==> src/rtl/turbofm_pkg.sv <==
// Shared types and default timing for the YM2203 bus sequencer.
//   seq_state_e : sequencer phases
//   ym_acc_t    : one latched bus access (direction, A0, chip select, write data)
//   *Def        : default phase lengths in fclk cycles (fclk = 28 MHz, YM clock = fclk/8)
package turbofm_pkg;

    typedef enum logic [2:0] {
        StIdle,
        StSetup,
        StStrobe,
        StHold,
        StRecover
    } seq_state_e;

    typedef struct packed {
        logic       wr;
        logic       a0;
        logic       chip;
        logic [7:0] data;
    } ym_acc_t;

    localparam int unsigned SetupDef   = 2;
    localparam int unsigned PulseDef   = 4;
    localparam int unsigned HoldDef    = 2;
    localparam int unsigned AdrWaitDef = 136;  // 17 YM clocks
    localparam int unsigned DatWaitDef = 664;  // 83 YM clocks

    function automatic int unsigned max_u(input int unsigned a, input int unsigned b);
        return (a > b) ? a : b;
    endfunction

endpackage

==> src/rtl/ym_bus_seq.sv <==
// Timing sequencer driving the shared YM2203 bus for two chips.
// Each request runs SETUP -> STROBE -> HOLD, and writes add a RECOVER phase that
// covers the chip busy interval so upstream never polls the status register.
// Ports:
//   fclk, rst                 : clock, synchronous active-high reset
//   req, req_wr, req_a0,
//   req_chip, req_data        : access request (held until ack) and its fields
//   ack                       : one-cycle pulse on the last HOLD cycle
//   rd_data                   : last read result
//   busy                      : sequencer not idle
//   ymcs1_n, ymcs2_n,
//   ymrd_n, ymwr_n, yma0      : YM bus controls
//   d_out, d_oe, d_in         : YM data bus write value, drive enable, read value
module ym_bus_seq
    import turbofm_pkg::*;
#(
    parameter int unsigned SETUP    = SetupDef,
    parameter int unsigned PULSE    = PulseDef,
    parameter int unsigned HOLD     = HoldDef,
    parameter int unsigned ADR_WAIT = AdrWaitDef,
    parameter int unsigned DAT_WAIT = DatWaitDef
) (
    input  logic       fclk,
    input  logic       rst,
    input  logic       req,
    input  logic       req_wr,
    input  logic       req_a0,
    input  logic       req_chip,
    input  logic [7:0] req_data,
    output logic       ack,
    output logic [7:0] rd_data,
    output logic       busy,
    output logic       ymcs1_n,
    output logic       ymcs2_n,
    output logic       ymrd_n,
    output logic       ymwr_n,
    output logic       yma0,
    output logic [7:0] d_out,
    output logic       d_oe,
    input  logic [7:0] d_in
);

    localparam int unsigned MaxAll =
        max_u(max_u(max_u(SETUP, PULSE), max_u(HOLD, ADR_WAIT)), DAT_WAIT);
    localparam int unsigned CntW = $clog2(MaxAll + 1);

    seq_state_e      state;
    logic [CntW-1:0] cnt;
    ym_acc_t         acc;

    // Address and write data come straight from the latched access, so they are
    // stable for the whole time a chip select is low.
    assign yma0  = acc.a0;
    assign d_out = acc.data;

    always_ff @(posedge fclk) begin
        if (rst) begin
            state   <= StIdle;
            cnt     <= '0;
            acc     <= '0;
            ack     <= 1'b0;
            rd_data <= '0;
            busy    <= 1'b0;
            ymcs1_n <= 1'b1;
            ymcs2_n <= 1'b1;
            ymrd_n  <= 1'b1;
            ymwr_n  <= 1'b1;
            d_oe    <= 1'b0;
        end else begin
            ack <= 1'b0;
            unique case (state)
                StIdle: begin
                    if (req) begin
                        acc     <= '{wr: req_wr, a0: req_a0, chip: req_chip, data: req_data};
                        state   <= StSetup;
                        cnt     <= CntW'(SETUP - 1);
                        busy    <= 1'b1;
                        ymcs1_n <= req_chip;
                        ymcs2_n <= ~req_chip;
                        d_oe    <= req_wr;
                    end
                end
                StSetup: begin
                    if (cnt == '0) begin
                        state   <= StStrobe;
                        cnt     <= CntW'(PULSE - 1);
                        ymcs1_n <= acc.chip;
                        ymcs2_n <= ~acc.chip;
                        ymwr_n  <= ~acc.wr;
                        ymrd_n  <= acc.wr;
                    end else begin
                        cnt <= cnt - 1'b1;
                    end
                end
                StStrobe: begin
                    if (cnt == '0) begin
                        state   <= StHold;
                        cnt     <= CntW'(HOLD - 1);
                        ymwr_n  <= 1'b1;
                        ymrd_n  <= 1'b1;
                        ymcs1_n <= 1'b1;
                        ymcs2_n <= 1'b1;
                        if (!acc.wr) begin
                            rd_data <= d_in;
                        end
                        // A single HOLD cycle is also the ack cycle.
                        ack <= (HOLD == 1);
                    end else begin
                        cnt <= cnt - 1'b1;
                    end
                end
                StHold: begin
                    if (cnt == '0) begin
                        if (acc.wr) begin
                            state <= StRecover;
                            cnt   <= acc.a0 ? CntW'(DAT_WAIT - 1) : CntW'(ADR_WAIT - 1);
                            d_oe  <= 1'b0;
                        end else begin
                            state <= StIdle;
                            busy  <= 1'b0;
                        end
                    end else begin
                        cnt <= cnt - 1'b1;
                        ack <= (cnt == CntW'(1));
                    end
                end
                StRecover: begin
                    if (cnt == '0) begin
                        state <= StIdle;
                        busy  <= 1'b0;
                    end else begin
                        cnt <= cnt - 1'b1;
                    end
                end
                default: begin
                    state <= StIdle;
                    busy  <= 1'b0;
                end
            endcase
        end
    end

endmodule

==> config.mk <==
export PLATFORM = sky130hd
export DESIGN_NAME = ym_bus_seq
export DESIGN_NICKNAME = d
export VERILOG_FILES = /design/src/rtl/turbofm_pkg.sv /design/src/rtl/ym_bus_seq.sv
export SDC_FILE = /design/constraint.sdc
export NUM_CORES = 1
export LEC_CHECK = 0
export CORE_AREA = 2 2 65 67
export DETAILED_ROUTE_END_ITERATION = 16
export DIE_AREA = 0 0 67 69
export PLACE_DENSITY = 0.81
export SYNTH_ARGS = -nofsm -noshare
export SYNTH_HDL_FRONTEND = slang
export SYNTH_SLANG_ARGS = --single-unit
==> constraint.sdc <==
create_clock -name fclk -period 5.9 [get_ports fclk]
set_clock_uncertainty 0.05 [all_clocks]
set_input_delay 1.18 -clock fclk [delete_from_list [all_inputs] [get_ports fclk]]
set_output_delay 1.18 -clock fclk [all_outputs]
set_load 0.01 [all_outputs]
== After elaboration in Yosys (flattened, before gate mapping) ==
Index checks and enable logic that the tools add are counted.

* Equal/unequal tests: 14
* Bitwise gates (word level): 5
* $add $sub $neg: 1
* Muxes and demuxes: 35
* Reduce and logical (&&, ||, !) cells: 16

{| class="wikitable"
|+ Operator list
! cell !! count
|-
| two-way mux 10 bit || 7
|-
| case mux 10 bit (5 select lines) || 1
|-
| two-way mux 3 bit || 6
|-
| inequality test 2 bit, second input constant || 8
|-
| case mux 3 bit (5 select lines) || 1
|-
| two-way mux 1 bit || 14
|-
| AND reduction 4 bit || 3
|-
| == test 10 x 1 -> 1 bit, second input constant || 1
|-
| logical NOT 10 bit || 1
|-
| AND reduction 5 bit || 2
|-
| subtractor 10 x 1 -> 10 bit, second input constant || 1
|-
| == test 3 x 2 -> 1 bit, second input constant || 2
|-
| case mux 1 bit (2 select lines) || 3
|-
| case mux 1 bit (3 select lines) || 2
|-
| AND reduction 3 bit || 2
|-
| inverter 1 bit || 5
|-
| nonzero test 5 bit || 1
|-
| case mux 1 bit (4 select lines) || 1
|-
| nonzero test 2 bit || 2
|-
| == test 3 x 1 -> 1 bit, second input constant || 1
|-
| == test 3 bit, second input constant || 1
|-
| logical NOT 3 bit || 1
|-
| inequality test 3 bit, second input constant || 1
|-
| nonzero test 3 bit || 1
|-
| 3 further kinds || 3
|}

* Bits in registers: 39
* Output and inout bits: 24
* Word-level logic and storage cells: 85

== Longest topological paths before layout ==
Gate-level depths: netlist of run 1.

* Depth in word-level cells: 4
* Depth in mapped cells: 9
* Mapped depth without buffers: 8

== Worst setup path after synthesis of run 1 ==
No wires, ideal clock.

* Path type: input-to-reg
* Start: input rst
* End: register ack
* Required time: 5.772 ns
* Arrival time: 2.020 ns
* Path buffers: 1
* Stages on the path: 3
* Library setup time: 0.078 ns
* Path slack: 3.752 ns
* Cells stage by stage: buf_2 -> or4b_2 -> nor3_1

* Word-level cells in the longest chain between the ends: 1

{| class="wikitable"
|+ Ends and longest elaborated chain
! item !! RTL line !! RTL
|-
| start, declared || ym_bus_seq.sv:24 || <nowiki>input logic rst,</nowiki>
|-
| OR reduction 3 bit (no source line) || -- ||
|-
| end signal, assigned || ym_bus_seq.sv:107 || <nowiki>ack <= (HOLD == 1);</nowiki>
|-
| end signal, assigned || ym_bus_seq.sv:124 || <nowiki>ack <= (cnt == CntW'(1));</nowiki>
|-
| end, declared || ym_bus_seq.sv:30 || <nowiki>output logic ack,</nowiki>
|}

No other way between the ends.
A chain may end at the register's enable or synchronous reset.

== Worst setup path in the final report of run 1 ==
* Start: register acc (netlist bit yma0)
* End: output yma0

{| class="wikitable"
|+ RTL lines
! item !! RTL line !! RTL
|-
| start, declared || ym_bus_seq.sv:49 || <nowiki>ym_acc_t acc;</nowiki>
|-
| start signal, assigned || ym_bus_seq.sv:74 || <nowiki>acc <= '{wr: req_wr, a0: req_a0, chip: req_chip, data: req_data};</nowiki>
|-
| end, declared || ym_bus_seq.sv:37 || <nowiki>output logic yma0,</nowiki>
|}

No word-level cell between the ends.

==> results of run 1 <==
## cells by family (layout without fill, tap and decap cells)
group / Yosys count / count (layout) / synth area share [%]
mux: 10 / 10 / 5.03
buf+inv: 26 / 58 / 7.42
fa+ha+maj: 3 / 3 / 1.89
xor+xnor: 8 / 8 / 3.52
simple gates: 104 / 104 / 26.8
flops: 39 / 39 / 39.2
compound gates: 51 / 51 / 16.1
## report_power, final
group / internal [mW] / leakage, nW / switching [mW]
registers: 0.322 / 0.318 / 0.0878
logic: 0.271 / 0.591 / 0.348
clock network: 0.106 / 0.0505 / 0.0954
total: 0.699 / 0.960 / 0.531
## metal layers
metal / routed length, um / part of all wire [%] / vias up
met1: 1990 / 44 / 798
met2: 2070 / 46 / 63
met5: 0 / 0 / -
li1: - / - / 899
met3: 369 / 8.2 / 4
met4: 47 / 1.0 / 0
## flip-flops by register name (all words and copies together) (netlist names), 2 cells and up
name,flops
cnt,10
rd_data,8
state,3
d_out,8
acc,2
## final cells by class
| type | count | area share [%] |
|---|---|---|
| Clock buffer | 7 | 3.88 |
| Clock inverter | 1 | 0.302 |
| Inverter | 4 | 0.605 |
| Multi-Input combinational cell | 176 | 42.8 |
| Sequential cell | 39 | 31.5 |
| Tap cell | 50 | 2.52 |
| Timing Repair Buffer | 46 | 18.4 |
## cells in the final DEF, fill, tap and decap left out, types with 4 or more instances in the layout
| cell | count |
|---|---|
| o2bb2ai_1 | 5 |
| a21oi_1 | 23 |
| mux2i_1 | 10 |
| clkbuf_8 | 7 |
| xnor2_1 | 4 |
| nor3_1 | 9 |
| nand3_1 | 7 |
| o21ai_0 | 8 |
| xor2_1 | 4 |
| nor2_1 | 24 |
| inv_1 | 4 |
| clkdlybuf4s50_1 | 45 |
| nand2_1 | 40 |
| dfxtp_1 | 39 |
## final timing paths
check / from / end / slack (ns) / cells after the start
setup / recovery: yma0 / yma0 / 3.38 / 1
hold / removal: d_out[4] / d_out[4] / 0.41 / 2
setup reg to reg: cnt[0] / cnt[1] / 3.49 / 8
hold reg to reg: d_out[4] / d_out[4] / 0.41 / 2
==> flow_summary.json, run 1 <==
{
  "antenna_found_initial": 0,
  "fin_nets": 297,
  "min_path_type": "reg2reg",
  "cts_resized": 0,
  "first_pass_iters": 4,
  "grt.total_usage_pct": 21.2,
  "pin_count": 46,
  "max_freq_ghz": 0.397,
  "dr.first_iter.drc_count": 165,
  "cts_hold_buf": 0,
  "crit_family": "buffers and inverters",
  "p_total_mw": 1.23,
  "ctsHtreeMaxLevel": 2,
  "ys_warn_count": 0,
  "crit_buf_inv": 1,
  "drive_gt1_share_pct": 5.86,
  "final_util_pct": 63.4,
  "viasPerCell": 5.46,
  "synthesis.nets": 266,
  "clk_pin_slew_ns": 0.07,
  "ys_seq_elements": 39,
  "cts.sinks": 39,
  "netlist_top_cells_count": "40 x nand2_1, 39 x dfxtp_1, 24 x nor2_1",
  "wl_mm": 4.48,
  "irDropWorstVdd_mv": 0.199,
  "numPortBuffers": 45,
  "use_met1_pct": 27.3,
  "crit_fanout": 4,
  "routedWlPerCell_um": 13.9,
  "fill_cells": 338,
  "synth_area_um2": 1990,
  "leakagePower_nw": 0.960,
  "grt_pass1_vias": 1727,
  "remaining_drc_errors": 0,
  "rsz0062_at_grt": "false",
  "placed_cell_area_um2": 2380,
  "clock_latency_ns": 0.30,
  "yosysTopAreaCell": "dfxtp_1",
  "tritoncts": "built",
  "outcome": "complete, no violations",
  "maxSlewViolCount": 0,
  "synth-seq-area-share_pct": 39.2,
  "ys_top_cells_by_area": "dfxtp_1 39%, nand2_1 7.5%, a21oi_1 5.8%",
  "cpPeakStageDelay_ns": 0.57,
  "antenna_cells": 0,
  "tightest_slew_ns": 0.742,
  "start_util_pct": 50.9,
  "startpoint_type": "register",
  "use_met2_pct": 33.0,
  "grt_use_met3_pct": 6.69,
  "arrival_ns": 1.29,
  "path_cells": "clkdlybuf4s50_1",
  "fin_crit_sh_pct": 42.6,
  "cts_root_buf": "clkbuf_8",
  "required_ns": 4.67,
  "crit_slowest_cell": "clkdlybuf4s50_1",
  "maxCapViolations": 0,
  "syn_to_final_growth_pct": 24.7,
  "regArea_um2": 781,
  "fp.dieH_um": 69,
  "post-cts-setup-buffers": 0,
  "vias": 1764,
  "end_kind": "output pin",
  "synth_edf_count": 0,
  "maxSlewHeadroom_pct": 50.5,
  "multiInputGateArea_um2": 1060,
  "syn_inst": 241,
  "synth_top_area_share_pct": 39.2,
  "post-synth-top-count-cell": "nand2_1",
  "dp.cells": 315,
  "timing.final.ws_setup_ns": 3.38,
  "fin_area_um2": 2480,
  "ys.flop_type": "dfxtp_1",
  "criticalPathCategory": "reg2out",
  "rows": 23,
  "grt_pass1_wl_mm": 7.76,
  "grt-busiest-layer": "met2",
  "numCtsBuffers": 5,
  "grt_start_max_net_pins": 36,
  "setup_viol": 0,
  "cts_buffer_depth": 2,
  "overflow": 0,
  "die_area_um2": 4620,
  "dpl_worst_slack_ns": 3.10,
  "die-width_um": 67,
  "stdcell_count": 323,
  "pwr_density_cell_nw_per_um2": 495,
  "detail-route-antenna-nets": 0,
  "fin_tns_setup_ns": 0,
  "fin_crit_ns": 2.52,
  "synth_cell_type_count": 45,
  "core_um2": 3910,
  "gp_congestion": 0.872,
  "dp_hpwl_mm": 3.18,
  "timing_hold_violations_final": 0,
  "async_flop_share_pct": 0,
  "avgSynthCellArea_um2": 8.26,
  "holdWs_ns": 0.409
}
Note: power is estimated with default switching activity, not from simulation.
==> run 2, diff against run 1 <==
--- a/config.mk
+++ b/config.mk
@@ -5,10 +5,10 @@
 export SDC_FILE = /design/constraint.sdc
 export NUM_CORES = 1
 export LEC_CHECK = 0
-export CORE_AREA = 2 2 65 67
+export CORE_AREA = 2 2 67 69
 export DETAILED_ROUTE_END_ITERATION = 16
-export DIE_AREA = 0 0 67 69
-export PLACE_DENSITY = 0.81
+export DIE_AREA = 0 0 69 71
+export PLACE_DENSITY = 0.77
 export SYNTH_ARGS = -nofsm -noshare
 export SYNTH_HDL_FRONTEND = slang
 export SYNTH_SLANG_ARGS = --single-unit
==> constraint.sdc (replaced) <==
create_clock -name fclk -period 2.4 [get_ports fclk]
set_clock_uncertainty 0.05 [all_clocks]
set_input_delay 0.48 -clock fclk [delete_from_list [all_inputs] [get_ports fclk]]
set_output_delay 0.48 -clock fclk [all_outputs]
set_load 0.01 [all_outputs]
==> run 2 against run 1 <==
Die area up 6.0%. Count of clock-buffer cells in the layout decreased by 1. Clock power increased to 2.8 times the previous value. Combinational power grew to 2.7 times the previous value. Worst setup slack lost 3.2 ns. Non-clock buffer count is 8 higher. Routed wire length up 1.8%. Critical path depth grew 7. Largest cell class unchanged. Register-to-register slack got worse by 3.3 ns. Flip-flop and latch count stayed put. Utilization fell by 2.5 points. Cell count is 3.1% higher.
==> flow_summary.json, run 2 (synthesis results as in run 1) <==
{
  "outcome": "complete, no violations",
  "routedWlPerCell_um": 13.7,
  "rsz0062_at_grt": "false",
  "gp_congestion": 0.828,
  "fin_tns_setup_ns": 0,
  "fin_crit_sh_pct": 92.4,
  "fin_area_um2": 2560,
  "criticalPathCategory": "reg2reg",
  "pin_count": 46,
  "tightest_slew_ns": 0.565,
  "tritoncts": "built",
  "clk_pin_slew_ns": 0.08,
  "maxSlewViolCount": 0,
  "numCtsBuffers": 5,
  "post-cts-setup-buffers": 0,
  "end_kind": "register",
  "crit_start": "cnt[1]",
  "rows": 24,
  "irDropWorstVdd_mv": 0.529,
  "dp_hpwl_mm": 3.31,
  "regMostFlops": "cnt",
  "required_ns": 2.50,
  "grt_pass1_vias": 1733,
  "maxCapViolations": 0,
  "holdWs_ns": 0.409,
  "cts.sinks": 39,
  "antenna_found_initial": 0,
  "cts_root_buf": "clkbuf_8",
  "grt_pass1_wl_mm": 7.65,
  "numPortBuffers": 45,
  "wl_mm": 4.56,
  "top_layer": "met4",
  "wl_met1_mm": 1.91,
  "drive_gt1_share_pct": 8.90,
  "core_um2": 4200,
  "fill_cells": 390,
  "cts_buffer_depth": 2,
  "timing_hold_violations_final": 0,
  "r2r_start": "cnt[1]",
  "ctsHtreeMaxLevel": 2,
  "die_area_um2": 4900,
  "first_pass_iters": 4,
  "syn_to_final_growth_pct": 28.6,
  "leakagePower_nw": 1.01,
  "final_common_cell": "clkdlybuf4s50_1",
  "die-width_um": 69,
  "placed_cell_area_um2": 2440,
  "max_freq_ghz": 0.451,
  "clock_latency_ns": 0.28,
  "maxSlewHeadroom_pct": 61.9,
  "startpoint_type": "register",
  "pwr_density_cell_nw_per_um2": 1250,
  "dp.cells": 325,
  "fp.dieH_um": 71,
  "fin_crit_ns": 2.22,
  "largest_register_ffs": 10,
  "arrival_ns": 2.32,
  "stdcell_count": 333,
  "antenna_cells": 0,
  "wl_met3_um": 384,
  "vias": 1822,
  "grt_start_max_net_pins": 19,
  "fin_nets": 305,
  "overflow": 0,
  "multiInputGateArea_um2": 1060,
  "setup_viol": 0,
  "grt.total_usage_pct": 19.0,
  "viasPerCell": 5.47,
  "crit_fanout": 7,
  "final_cell_mix": "45 x clkdlybuf4s50_1, 40 x nand2_1, 38 x dfxtp_1",
  "remaining_drc_errors": 0,
  "dr_wl_met2_mm": 2.21,
  "start_util_pct": 47.4,
  "regArea_um2": 782,
  "min_path_type": "reg2reg",
  "dr.first_iter.drc_count": 136,
  "hold_start": "d_out[6]",
  "detail-route-antenna-nets": 0
}
run 2: final cells by class:
cell class,count,area share (%)
Multi-Input combinational cell,176,41.5
Sequential cell,39,30.5
Timing Repair Buffer,54,20.2
Clock buffer,6,3.23
Tap cell,52,2.54
Clock inverter,2,1.37
Inverter,4,0.587
run 2: repair_timing:
item	CTS	global route
hold buffers	0	0
endpoints found under the setup margin	0	2
resized for setup	0	1
run 2: final timing paths:
kind / end / slack, ns / cells after the start
worst min register to register: d_out[6] / 0.41 / 2
worst min-delay path: d_out[6] / 0.41 / 2
worst max-delay path: cnt[5] / 0.18 / 8
worst max register to register: cnt[5] / 0.18 / 8
run 2: critical path, cell delays in order, from the launching register on:
cell,delay [ns]
dfxtp_2,0.39
inv_1,0.10
ha_1,0.28
and4b_1,0.24
o2111ai_1,0.29
nand3_1,0.20
nor4b_2,0.32
xnor2_1,0.15
nor2_1,0.06
run 2: through the flow:
stage,total power [mW],utilization [%],worst slack (ns)
6_report,3.19,60.9,0.182
5_1_grt,3.42,60.9,0.0802
4_1_cts,3.19,60.9,0.115
3_5_place_dp,2.61,58.1,0.125
3_3_place_gp,2.59,58.1,0.205
2_1_floorplan,2.23,-,0.318
run 2: power breakdown:
part           total [mW]  switching, mW  internal [mW]
sequential          0.951          0.160          0.792
clock               0.561          0.224          0.336
combinational        1.68          0.950          0.729
run 2: metal layers:
metal	track usage, %	vias up
li1	-	913
met1	24.2	827
met2	31.2	74
met3	5.70	8
met4	6.10	0
met5	0	-
